## config.mk

```make
export PLATFORM = sky130hd
export DESIGN_NAME = fb_ex_muldiv_flat
export DESIGN_NICKNAME = d
export VERILOG_FILES = /design/src/rtl/fb_ex_muldiv_if.sv /design/src/rtl/fb_ex_muldiv.sv /design/src/flat_wrapper.sv
export SDC_FILE = /design/constraint.sdc
export NUM_CORES = 1
export LEC_CHECK = 0
export CAP_MARGIN = 5
export CORE_MARGIN = 5
export CORE_UTILIZATION = 52
export DETAILED_ROUTE_END_ITERATION = 8
export PLACE_DENSITY = 0.79
export SLEW_MARGIN = 20
export SYNTH_ARGS = -nofsm -noshare
export SYNTH_HDL_FRONTEND = slang
export SYNTH_SLANG_ARGS = --single-unit
```

## constraint.sdc

```tcl
create_clock -name clk -period 7.73 [get_ports clk]
set_clock_uncertainty 0.1 [all_clocks]
set_input_delay 1.546 -clock clk [delete_from_list [all_inputs] [get_ports clk]]
set_output_delay 1.546 -clock clk [all_outputs]
set_load 0.03 [all_outputs]
```

## src/rtl/fb_ex_muldiv_if.sv

```systemverilog
// EX-stage M-extension bundle: held ID/EX operands and controls in, result strobe out.
interface fb_ex_muldiv_if #(
  parameter int XLEN = 32
);
  logic            ex_muldiv_valid;
  logic [2:0]      ex_muldiv_op;
  logic [XLEN-1:0] ex_rs1_data;
  logic [XLEN-1:0] ex_rs2_data;
  logic [4:0]      ex_register_rd;
  logic            flush;
  logic            muldiv_stall;
  logic            muldiv_done;
  logic [XLEN-1:0] muldiv_result;
  logic [4:0]      muldiv_rd;

  // Pipeline side: drives the operation, observes stall and result.
  modport master (
    output ex_muldiv_valid, ex_muldiv_op, ex_rs1_data, ex_rs2_data, ex_register_rd, flush,
    input  muldiv_stall, muldiv_done, muldiv_result, muldiv_rd
  );

  // Multiply/divide unit side.
  modport slave (
    input  ex_muldiv_valid, ex_muldiv_op, ex_rs1_data, ex_rs2_data, ex_register_rd, flush,
    output muldiv_stall, muldiv_done, muldiv_result, muldiv_rd
  );
endinterface

```

## src/rtl/fb_ex_muldiv.sv

```systemverilog
// Iterative RV32M multiply/divide unit. One bit per cycle: shift-add multiply
// (LSB first) and restoring divide (MSB first) share one hi/lo register pair.
// Divide-by-zero and signed overflow skip iteration and finish in two cycles.
module fb_ex_muldiv #(
  parameter int XLEN  = 32,
  parameter int CNT_W = 5
) (
  input  logic          clk,
  input  logic          rst,
  fb_ex_muldiv_if.slave bus
);
  localparam logic [2:0] OP_MUL    = 3'd0;
  localparam logic [2:0] OP_MULH   = 3'd1;
  localparam logic [2:0] OP_MULHSU = 3'd2;
  localparam logic [2:0] OP_MULHU  = 3'd3;
  localparam logic [2:0] OP_DIV    = 3'd4;
  localparam logic [2:0] OP_DIVU   = 3'd5;
  localparam logic [2:0] OP_REM    = 3'd6;
  localparam logic [2:0] OP_REMU   = 3'd7;

  typedef enum logic [1:0] {IDLE, CALC, DONE} state_t;

  state_t            state;
  logic [2:0]        op_q;
  logic [4:0]        rd_q;
  logic [XLEN-1:0]   opnd_q;   // multiplicand for MUL*, divisor for DIV*/REM*
  logic [XLEN-1:0]   hi_q;     // product high / partial remainder
  logic [XLEN-1:0]   lo_q;     // multiplier -> product low / dividend -> quotient
  logic              neg_q;    // negate the selected result at the end
  logic [CNT_W-1:0]  cnt_q;
  logic [XLEN-1:0]   result_q;

  logic              start;
  logic              signed_a, signed_b, a_neg, b_neg;
  logic [XLEN-1:0]   a_mag, b_mag, special_result;
  logic              special;
  logic [XLEN:0]     mul_sum, div_shift, div_diff;
  logic [XLEN-1:0]   hi_n, lo_n, quot_c, rem_c, result_c;
  logic [2*XLEN-1:0] prod_c;

  assign start             = bus.ex_muldiv_valid & ~bus.flush & (state == IDLE);
  assign bus.muldiv_stall  = start | (state == CALC);
  assign bus.muldiv_done   = (state == DONE) & ~bus.flush;
  assign bus.muldiv_result = result_q;
  assign bus.muldiv_rd     = rd_q;

  // Operand decode at issue: signedness, magnitudes and the special divide cases.
  // NOTE: every always_comb output gets a default first so no latch is inferred.
  always_comb begin
    signed_a       = 1'b0;
    signed_b       = 1'b0;
    special        = 1'b0;
    special_result = '0;
    case (bus.ex_muldiv_op)
      OP_MUL, OP_MULH, OP_DIV, OP_REM: begin signed_a = 1'b1; signed_b = 1'b1; end
      OP_MULHSU:                       signed_a = 1'b1;
      default:                         ;
    endcase
    a_neg = signed_a & bus.ex_rs1_data[XLEN-1];
    b_neg = signed_b & bus.ex_rs2_data[XLEN-1];
    a_mag = a_neg ? -bus.ex_rs1_data : bus.ex_rs1_data;
    b_mag = b_neg ? -bus.ex_rs2_data : bus.ex_rs2_data;
    if (bus.ex_muldiv_op[2]) begin
      if (bus.ex_rs2_data == '0) begin
        special        = 1'b1;
        special_result = bus.ex_muldiv_op[1] ? bus.ex_rs1_data : '1;
      end else if ((bus.ex_muldiv_op == OP_DIV || bus.ex_muldiv_op == OP_REM) &&
                   bus.ex_rs1_data == {1'b1, {(XLEN-1){1'b0}}} && bus.ex_rs2_data == '1) begin
        special        = 1'b1;
        special_result = bus.ex_muldiv_op[1] ? '0 : bus.ex_rs1_data;
      end
    end
  end

  // One iteration step plus sign correction and result selection for the last step.
  always_comb begin
    mul_sum   = {1'b0, hi_q} + (lo_q[0] ? {1'b0, opnd_q} : '0);
    div_shift = {hi_q, lo_q[XLEN-1]};
    div_diff  = div_shift - {1'b0, opnd_q};
    if (op_q[2]) begin
      hi_n = div_diff[XLEN] ? div_shift[XLEN-1:0] : div_diff[XLEN-1:0];
      lo_n = {lo_q[XLEN-2:0], ~div_diff[XLEN]};
    end else begin
      hi_n = mul_sum[XLEN:1];
      lo_n = {mul_sum[0], lo_q[XLEN-1:1]};
    end
    prod_c = neg_q ? -{hi_n, lo_n} : {hi_n, lo_n};
    quot_c = neg_q ? -lo_n : lo_n;
    rem_c  = neg_q ? -hi_n : hi_n;
    case (op_q)
      OP_MUL:                       result_c = prod_c[XLEN-1:0];
      OP_MULH, OP_MULHSU, OP_MULHU: result_c = prod_c[2*XLEN-1:XLEN];
      OP_DIV, OP_DIVU:              result_c = quot_c;
      default:                      result_c = rem_c;
    endcase
  end

  // Control FSM and datapath registers.
  // NOTE: sequential state uses non-blocking assignments so every register samples pre-edge values.
  always_ff @(posedge clk or posedge rst) begin
    if (rst) begin
      state    <= IDLE;
      op_q     <= '0;
      rd_q     <= '0;
      opnd_q   <= '0;
      hi_q     <= '0;
      lo_q     <= '0;
      neg_q    <= 1'b0;
      cnt_q    <= '0;
      result_q <= '0;
    end else if (bus.flush) begin
      state <= IDLE;
      cnt_q <= '0;
    end else begin
      case (state)
        IDLE: if (start) begin
          op_q   <= bus.ex_muldiv_op;
          rd_q   <= bus.ex_register_rd;
          cnt_q  <= '0;
          hi_q   <= '0;
          opnd_q <= bus.ex_muldiv_op[2] ? b_mag : a_mag;
          lo_q   <= bus.ex_muldiv_op[2] ? a_mag : b_mag;
          // Remainder follows the dividend's sign; product and quotient the XOR.
          neg_q  <= bus.ex_muldiv_op[1] & bus.ex_muldiv_op[2] ? a_neg : (a_neg ^ b_neg);
          if (special) begin
            result_q <= special_result;
            state    <= DONE;
          end else begin
            state <= CALC;
          end
        end
        CALC: begin
          hi_q  <= hi_n;
          lo_q  <= lo_n;
          cnt_q <= cnt_q + 1'b1;
          if (cnt_q == CNT_W'(XLEN-1)) begin
            result_q <= result_c;
            state    <= DONE;
          end
        end
        DONE:    state <= IDLE;
        default: state <= IDLE;
      endcase
    end
  end
endmodule
```

## src/flat_wrapper.sv

```systemverilog
// flat-port wrapper written by rule: the top's interface ports become plain ports
module fb_ex_muldiv_flat 
#(
  parameter int XLEN  = 32,
  parameter int CNT_W = 5
)
  (clk, rst, bus_ex_muldiv_valid, bus_ex_muldiv_op, bus_ex_rs1_data, bus_ex_rs2_data, bus_ex_register_rd, bus_flush, bus_muldiv_stall, bus_muldiv_done, bus_muldiv_result, bus_muldiv_rd);
  fb_ex_muldiv_if #(.XLEN(XLEN)) bus_i ();
  input  logic clk;
  input  logic rst;
  input wire logic [$bits(bus_i.ex_muldiv_valid)-1:0] bus_ex_muldiv_valid;
  input wire logic [$bits(bus_i.ex_muldiv_op)-1:0] bus_ex_muldiv_op;
  input wire logic [$bits(bus_i.ex_rs1_data)-1:0] bus_ex_rs1_data;
  input wire logic [$bits(bus_i.ex_rs2_data)-1:0] bus_ex_rs2_data;
  input wire logic [$bits(bus_i.ex_register_rd)-1:0] bus_ex_register_rd;
  input wire logic [$bits(bus_i.flush)-1:0] bus_flush;
  output wire logic [$bits(bus_i.muldiv_stall)-1:0] bus_muldiv_stall;
  output wire logic [$bits(bus_i.muldiv_done)-1:0] bus_muldiv_done;
  output wire logic [$bits(bus_i.muldiv_result)-1:0] bus_muldiv_result;
  output wire logic [$bits(bus_i.muldiv_rd)-1:0] bus_muldiv_rd;
  assign bus_i.ex_muldiv_valid = bus_ex_muldiv_valid;
  assign bus_i.ex_muldiv_op = bus_ex_muldiv_op;
  assign bus_i.ex_rs1_data = bus_ex_rs1_data;
  assign bus_i.ex_rs2_data = bus_ex_rs2_data;
  assign bus_i.ex_register_rd = bus_ex_register_rd;
  assign bus_i.flush = bus_flush;
  assign bus_muldiv_stall = bus_i.muldiv_stall;
  assign bus_muldiv_done = bus_i.muldiv_done;
  assign bus_muldiv_result = bus_i.muldiv_result;
  assign bus_muldiv_rd = bus_i.muldiv_rd;
  fb_ex_muldiv #(.XLEN(XLEN), .CNT_W(CNT_W)) u_core (.clk(clk), .rst(rst), .bus(bus_i));
endmodule
```

==> flow_metrics.tcl, run 1 <==
set metrics [dict create \
    syn_area_mm2 0.0159 \
    fp.dieH_um 185 \
    root_buffer "clkbuf_16" \
    drt-total-wl_um 64000 \
    crit_chain "ha_1, a21oi_1, o21ai_1, a311o_1, a221oi_2, nand3_2, a31oi_1, ha_1, nand3_1, nor2_1, nand2_1, or2_2, nor4_1, nand3b_1, a21oi_1, a2111oi_0, o221ai_1" \
    p_total_w 0.00821 \
    track_usage_pct 36.3 \
    period_share_pct 85.8 \
    post-route-util_pct 58.7 \
    synth_flop_cell "dfrtp_1" \
    slew_headroom_pct 29.2 \
    async_flop_share_pct 100 \
    period_needed_ns 6.64 \
    yosysUniqueCellTypes 92 \
    cp-end-kind "flop" \
    crit_buf_inv 0 \
    post_drt_via_cell_ratio 6.92 \
    drv_slew 0 \
    yosys-top-cells-count "nand2_1 (293), o21ai_0 (265), a21oi_1 (184), nor2_1 (181), dfrtp_1 (144)" \
    drc_errors 0 \
    postLayoutSetupSlackWorst_ns 1.09 \
    core_area_mm2 0.0303 \
    cp.required_ns 7.92 \
    grt_max_degree 86 \
    cap_violations 0 \
    clkTransAtPathRegs_ns 0.08 \
    yosysMostFrequentCell "nand2_1" \
    cts_buffer_depth 2 \
    rsz0062_at_grt "false" \
    seq_area_frac_synth_pct 22.7 \
    cts_max_level 4 \
    critPathMaxStageDelay_ns 0.72 \
    ys_seq_elements 144 \
    tightest_slew_ns 1.05 \
    setup_violations 0 \
    postRouteAntennaNets 0 \
    clk_latency_ns 0.44 \
    hold_buffers 0 \
    synth_area_leaders "dfrtp_1 (23%), o21ai_0 (8.3%), nand2_1 (6.9%)" \
    via_count 18183 \
    hold_path.class "reg -> reg" \
    arrival_ns 6.83 \
    ios 115 \
    avgSynthCellArea_um2 7.24 \
    post-cts-setup-buffers 0 \
    max-vdd-ir-drop_uv 189 \
    area_delta_synth_final_pct 12.0 \
    slowest_stage "a31oi_1" \
    finalHoldViolCount 0 \
    fin_nets 2368 \
    cp_max_fo 23 \
    drive_gt1_share_pct 5.47 \
    first_pass_iters 6 \
    drtIter0Drc 3045 \
    post_cts_resized 0 \
    tns_ns 0 \
    cts_tree "yes" \
    cts_sinks 144 \
    start_util_pct 52.4 \
    clock.fmax_ghz 0.151 \
    port-buffer-count 114 \
    yosys_warnings 0 \
    dp_slack_ns 1.45 \
    grt.overflow.total 0 \
    power_leakage_nw 7.06 \
    wl_per_cell_um 24.3 \
    grt_pass1_vias 16747 \
    grt_pass1_wl_um 97200 \
    startpoint_type "flop" \
    synth_fp_nets 2344 \
    num_rows 64 \
    synth_cells 2195 \
    crit_family "compound AO/OA/AOI/OAI gates" \
    antenna_found_initial 3 \
    die-area_mm2 0.0342 \
    holdWs_ns 0.380 \
    synth_edf_count 0 \
    worstSetupPathType "reg -> reg" \
    p_per_area_mw_per_mm2 461 \
    yosysTopAreaCellShare_pct 22.7 \
    yosys.area.top_type "dfrtp_1" \
    place_hpwl_um 48600 \
    gp_congestion 1.12 \
    dieWidth_um 185 \
    cts_made_buffers 17 \
    status "finished, final reports clean" \
]
## worst paths after layout
path,from,end,slack (ns),cells past startpoint
worst max-delay path,u_core.hi_q[16]$_DFFE_PP0P_,u_core.bus.muldiv_result[22]$_DFFE_PP0P_,1.09,17
worst min-delay path,u_core.bus.muldiv_rd[1]$_DFFE_PP0P_,u_core.bus.muldiv_rd[1]$_DFFE_PP0P_,0.38,2
worst max register to register,u_core.hi_q[16]$_DFFE_PP0P_,u_core.bus.muldiv_result[22]$_DFFE_PP0P_,1.09,17
worst min register to register,u_core.bus.muldiv_rd[1]$_DFFE_PP0P_,u_core.bus.muldiv_rd[1]$_DFFE_PP0P_,0.38,2
max in group asynchronous,rst,u_core.neg_q$_DFFE_PP0P_,4.59,3
min in group asynchronous,rst,u_core.bus.muldiv_rd[4]$_DFFE_PP0P_,1.50,2
## layout make-up
class,count,area [um^2]
Fill cell,2765,12500
Sequential cell,144,3610
Tap cell,396,495
Timing Repair Buffer,142,1350
Inverter,62,238
Multi-Input combinational cell,1852,11500
Antenna cell,1,2.50
Clock buffer,18,439
Clock inverter,14,134
## placed cells by master, fill, tap and decap left out, drive strengths merged, types with 14 or more instances in the layout
| cell type | Yosys | layout |
|---|---|---|
| nand2 | 295 | 295 |
| o21ai | 275 | 275 |
| a21oi | 186 | 186 |
| nor2 | 181 | 181 |
| dfrtp | 144 | 144 |
| clkdlybuf4s50 | 0 | 113 |
| xnor2 | 89 | 89 |
| xor2 | 78 | 78 |
| inv | 61 | 72 |
| ha | 71 | 71 |
| nor3 | 51 | 51 |
| mux2i | 45 | 45 |
| and2 | 43 | 43 |
| nand3 | 43 | 43 |
| a31oi | 37 | 37 |
| nand4 | 37 | 37 |
| o31ai | 33 | 33 |
| o211ai | 30 | 30 |
| buf | 24 | 29 |
| a211oi | 22 | 22 |
| nand2b | 21 | 21 |
| a21o | 20 | 20 |
| o21a | 19 | 19 |
| o41ai | 19 | 19 |
| nor4 | 18 | 18 |
| clkbuf | 113 | 18 |
| a22o | 17 | 17 |
| mux2 | 15 | 15 |
| or3 | 15 | 15 |
| or2 | 15 | 15 |
| o22ai | 14 | 14 |
| o221ai | 14 | 14 |
| or4 | 14 | 14 |
## per-layer routing
layer,vias up,track usage [%],wire (um)
met5,-,0,50
met3,252,7.74,6860
li1,8097,-,-
met1,8546,47.3,24500
met4,6,19.8,4430
met2,1282,56.4,28200
## power by group
| part | internal [W] | switching (W) |
|---|---|---|
| clock | 0.000439 | 0.000418 |
| sequential | 0.00104 | 0.000370 |
| combinational | 0.00208 | 0.00385 |
| total | 0.00356 | 0.00464 |
## flip-flops by register name, indices dropped and copies added, names as in the netlist
name,count
u_core.op_q,3
u_core.lo_q,32
u_core.bus.muldiv_rd,5
u_core.neg_q,1
u_core.bus.muldiv_result,32
u_core.opnd_q,32
u_core.hi_q,32
u_core.cnt_q,5
u_core.state,2
## worst min-delay path, stage by stage, from the launching register on
cell,delay (ns)
dfrtp_1,0.35
nand2_1,0.05
nand2_1,0.05
## kinds of logic (layout without fill, tap and decap cells)
logic type	Yosys count	count (layout)	synth area share [%]
other cells	0	1	0
simple gates	777	777	23.0
compound gates	775	775	30.5
mux	60	60	3.90
flops	144	144	22.7
buf+inv	199	236	4.88
fa+ha+maj	73	73	5.84
xor+xnor	167	167	9.20
## through the flow
step	instance area, um^2	std cells
after floorplan	15900	2195
after global placement	17200	2596
after detailed placement	17200	2596
after CTS	17800	2628
after global routing	17800	2628
final	17800	2629
Note: power is estimated with default switching activity, not from simulation.
==> run 2, diff against run 1 <==
--- a/config.mk
+++ b/config.mk
@@ -6,7 +6,6 @@
 export NUM_CORES = 1
 export LEC_CHECK = 0
 export CAP_MARGIN = 5
-export CORE_MARGIN = 5
 export CORE_UTILIZATION = 52
 export DETAILED_ROUTE_END_ITERATION = 8
 export PLACE_DENSITY = 0.79
==> run 2 against run 1 <==
Compared with the run above: fmax about the same; setup slack improved by 0.0044 ns; global-route usage increased by 5.5 points; cell count about the same; critical endpoint is now u_core.bus.muldiv_result[20]$_DFFE_PP0P_.
==> flow_metrics.tcl, run 2 (synthesis gave the netlist of run 1 again) <==
set metrics [dict create \
    drc_errors 0 \
    holdWs_ns 0.378 \
    setup_violations 0 \
    hold_depth 2 \
    wl_per_cell_um 25.0 \
    final_cells 2628 \
    cp_max_fo 12 \
    worstSetupPathType "reg -> reg" \
    via_count 18131 \
    reg2reg_setup_slack_ns 1.10 \
    drtIter0Drc 2367 \
    grt_pass1_vias 16453 \
    cts_sinks 144 \
    cts_made_buffers 17 \
    arrival_ns 6.83 \
    final_area_mm2 0.0178 \
    root_buffer "clkbuf_16" \
    first_pass_iters 8 \
    fp.dieH_um 177 \
    hold_buffers 0 \
    cts_tree "yes" \
    holdCritStartpoint "u_core.bus.muldiv_rd[3]$_DFFE_PP0P_" \
    gp_congestion 1.06 \
    period_needed_ns 6.63 \
    place_hpwl_um 50200 \
    dieWidth_um 177 \
    postRouteAntennaNets 0 \
    die-area_mm2 0.0313 \
    r2r-end "u_core.bus.muldiv_result[20]$_DFFE_PP0P_" \
    wl_met2_um 28000 \
    drive_gt1_share_pct 5.50 \
    met3_wirelength_um 7530 \
    start_util_pct 53.2 \
    core_area_mm2 0.0299 \
    p_per_area_mw_per_mm2 466 \
    hold_end "u_core.bus.muldiv_rd[3]$_DFFE_PP0P_" \
    track_usage_pct 41.8 \
    post_drt_via_cell_ratio 6.90 \
    area_delta_synth_final_pct 12.2 \
    tightest_slew_ns 1.14 \
    drv_slew 0 \
    slew_headroom_pct 24.0 \
    post_cts_resized 0 \
    period_share_pct 85.8 \
    cp-end-kind "flop" \
    max-vdd-ir-drop_uv 237 \
    startpoint_type "flop" \
    dr.max_layer_used "met5" \
    clock.fmax_ghz 0.151 \
    rsz0062_at_grt "false" \
    num_rows 63 \
    tns_ns 0 \
    port-buffer-count 114 \
    cts_buffer_depth 2 \
    finalHoldViolCount 0 \
    grt_pass1_wl_um 98900 \
    post-cts-setup-buffers 0 \
    antenna_found_initial 3 \
    post-route-util_pct 59.7 \
    status "finished, final reports clean" \
    cp.required_ns 7.93 \
    placed_cell_area_mm2 0.0173 \
    grt_max_degree 87 \
    r2r-start "u_core.hi_q[16]$_DFFE_PP0P_" \
    ff2ff_path_depth 17 \
    dp.cells 2594 \
    cap_violations 0 \
    grt.overflow.total 0 \
    drt-met1-wl_um 26400 \
    clk_latency_ns 0.45 \
    power_leakage_nw 7.07 \
    clkTransAtPathRegs_ns 0.07 \
    fin_nets 2372 \
    cts_max_level 4 \
    final_cell_mix "nand2_1 (292), o21ai_0 (265), a21oi_1 (184)" \
    drt-total-wl_um 65700 \
    ios 115 \
    hold_path.class "reg -> reg" \
    final_common_cell "nand2_1" \
]
-- run 2: layout make-up --
| class | instances | area [um^2] |
|---|---|---|
| clock buffer | 20 | 447 |
| sequential | 144 | 3610 |
| tap | 390 | 488 |
| multi-input combinational | 1852 | 11500 |
| fill | 2806 | 12000 |
| clock inverter | 12 | 136 |
| timing repair buffer | 146 | 1380 |
| antenna | 2 | 5.00 |
| inverter | 62 | 238 |
-- run 2: worst max-delay path, cell delays in order, from the launching register on --
cell and delay [ns]:
dfrtp_1 0.43, ha_1 0.46, a21oi_1 0.32, o21ai_1 0.22, a311o_1 0.46, a221oi_2 0.61
nand3_2 0.17, a31oi_1 0.65, ha_1 0.41, nand3_1 0.24, nor2_1 0.28, nand2_1 0.17
or2_2 0.46, nor4_1 0.62, nand3b_1 0.19, o41ai_1 0.09, a211oi_1 0.43, o221ai_1 0.19
-- run 2: how the worst max path moves through the flow --
stage / slack [ns] / start / depth (start not counted) / end
after floorplan: 2.22 / rst / 1 / u_core.bus.muldiv_rd[0]$_DFFE_PP0P_
after global placement: 1.48 / u_core.hi_q[16]$_DFFE_PP0P_ / 17 / u_core.bus.muldiv_result[20]$_DFFE_PP0P_
after detailed placement: 1.42 / u_core.hi_q[16]$_DFFE_PP0P_ / 17 / u_core.bus.muldiv_result[20]$_DFFE_PP0P_
after CTS: 1.40 / u_core.hi_q[16]$_DFFE_PP0P_ / 17 / u_core.bus.muldiv_result[20]$_DFFE_PP0P_
after global routing: 0.90 / u_core.hi_q[16]$_DFFE_PP0P_ / 17 / u_core.bus.muldiv_result[20]$_DFFE_PP0P_
final: 1.10 / u_core.hi_q[16]$_DFFE_PP0P_ / 17 / u_core.bus.muldiv_result[20]$_DFFE_PP0P_
-- run 2: power by group --
group / internal, W / switching [W] / total (W) / leakage [nW]
registers: 0.00104 / 0.000369 / 0.00141 / 1.83
logic: 0.00210 / 0.00392 / 0.00602 / 4.97
clock network: 0.000487 / 0.000392 / 0.000879 / 0.271
total: 0.00363 / 0.00468 / 0.00831 / 7.07
-- run 2: metal layers --
metal  vias up  GRT usage, %
met5         -             0
met4         6          22.3
met3       221          10.0
met2      1184          62.1
met1      8614          55.9
li1       8106             -
-- run 2: through the flow --
step / setup slack (ns) / power, W
finish: 1.10 / 0.00831
detailed placement: 1.42 / 0.00719
CTS: 1.40 / 0.00808
floorplan: 2.22 / 0.00534
global placement: 1.48 / 0.00712
global route: 0.896 / 0.00875
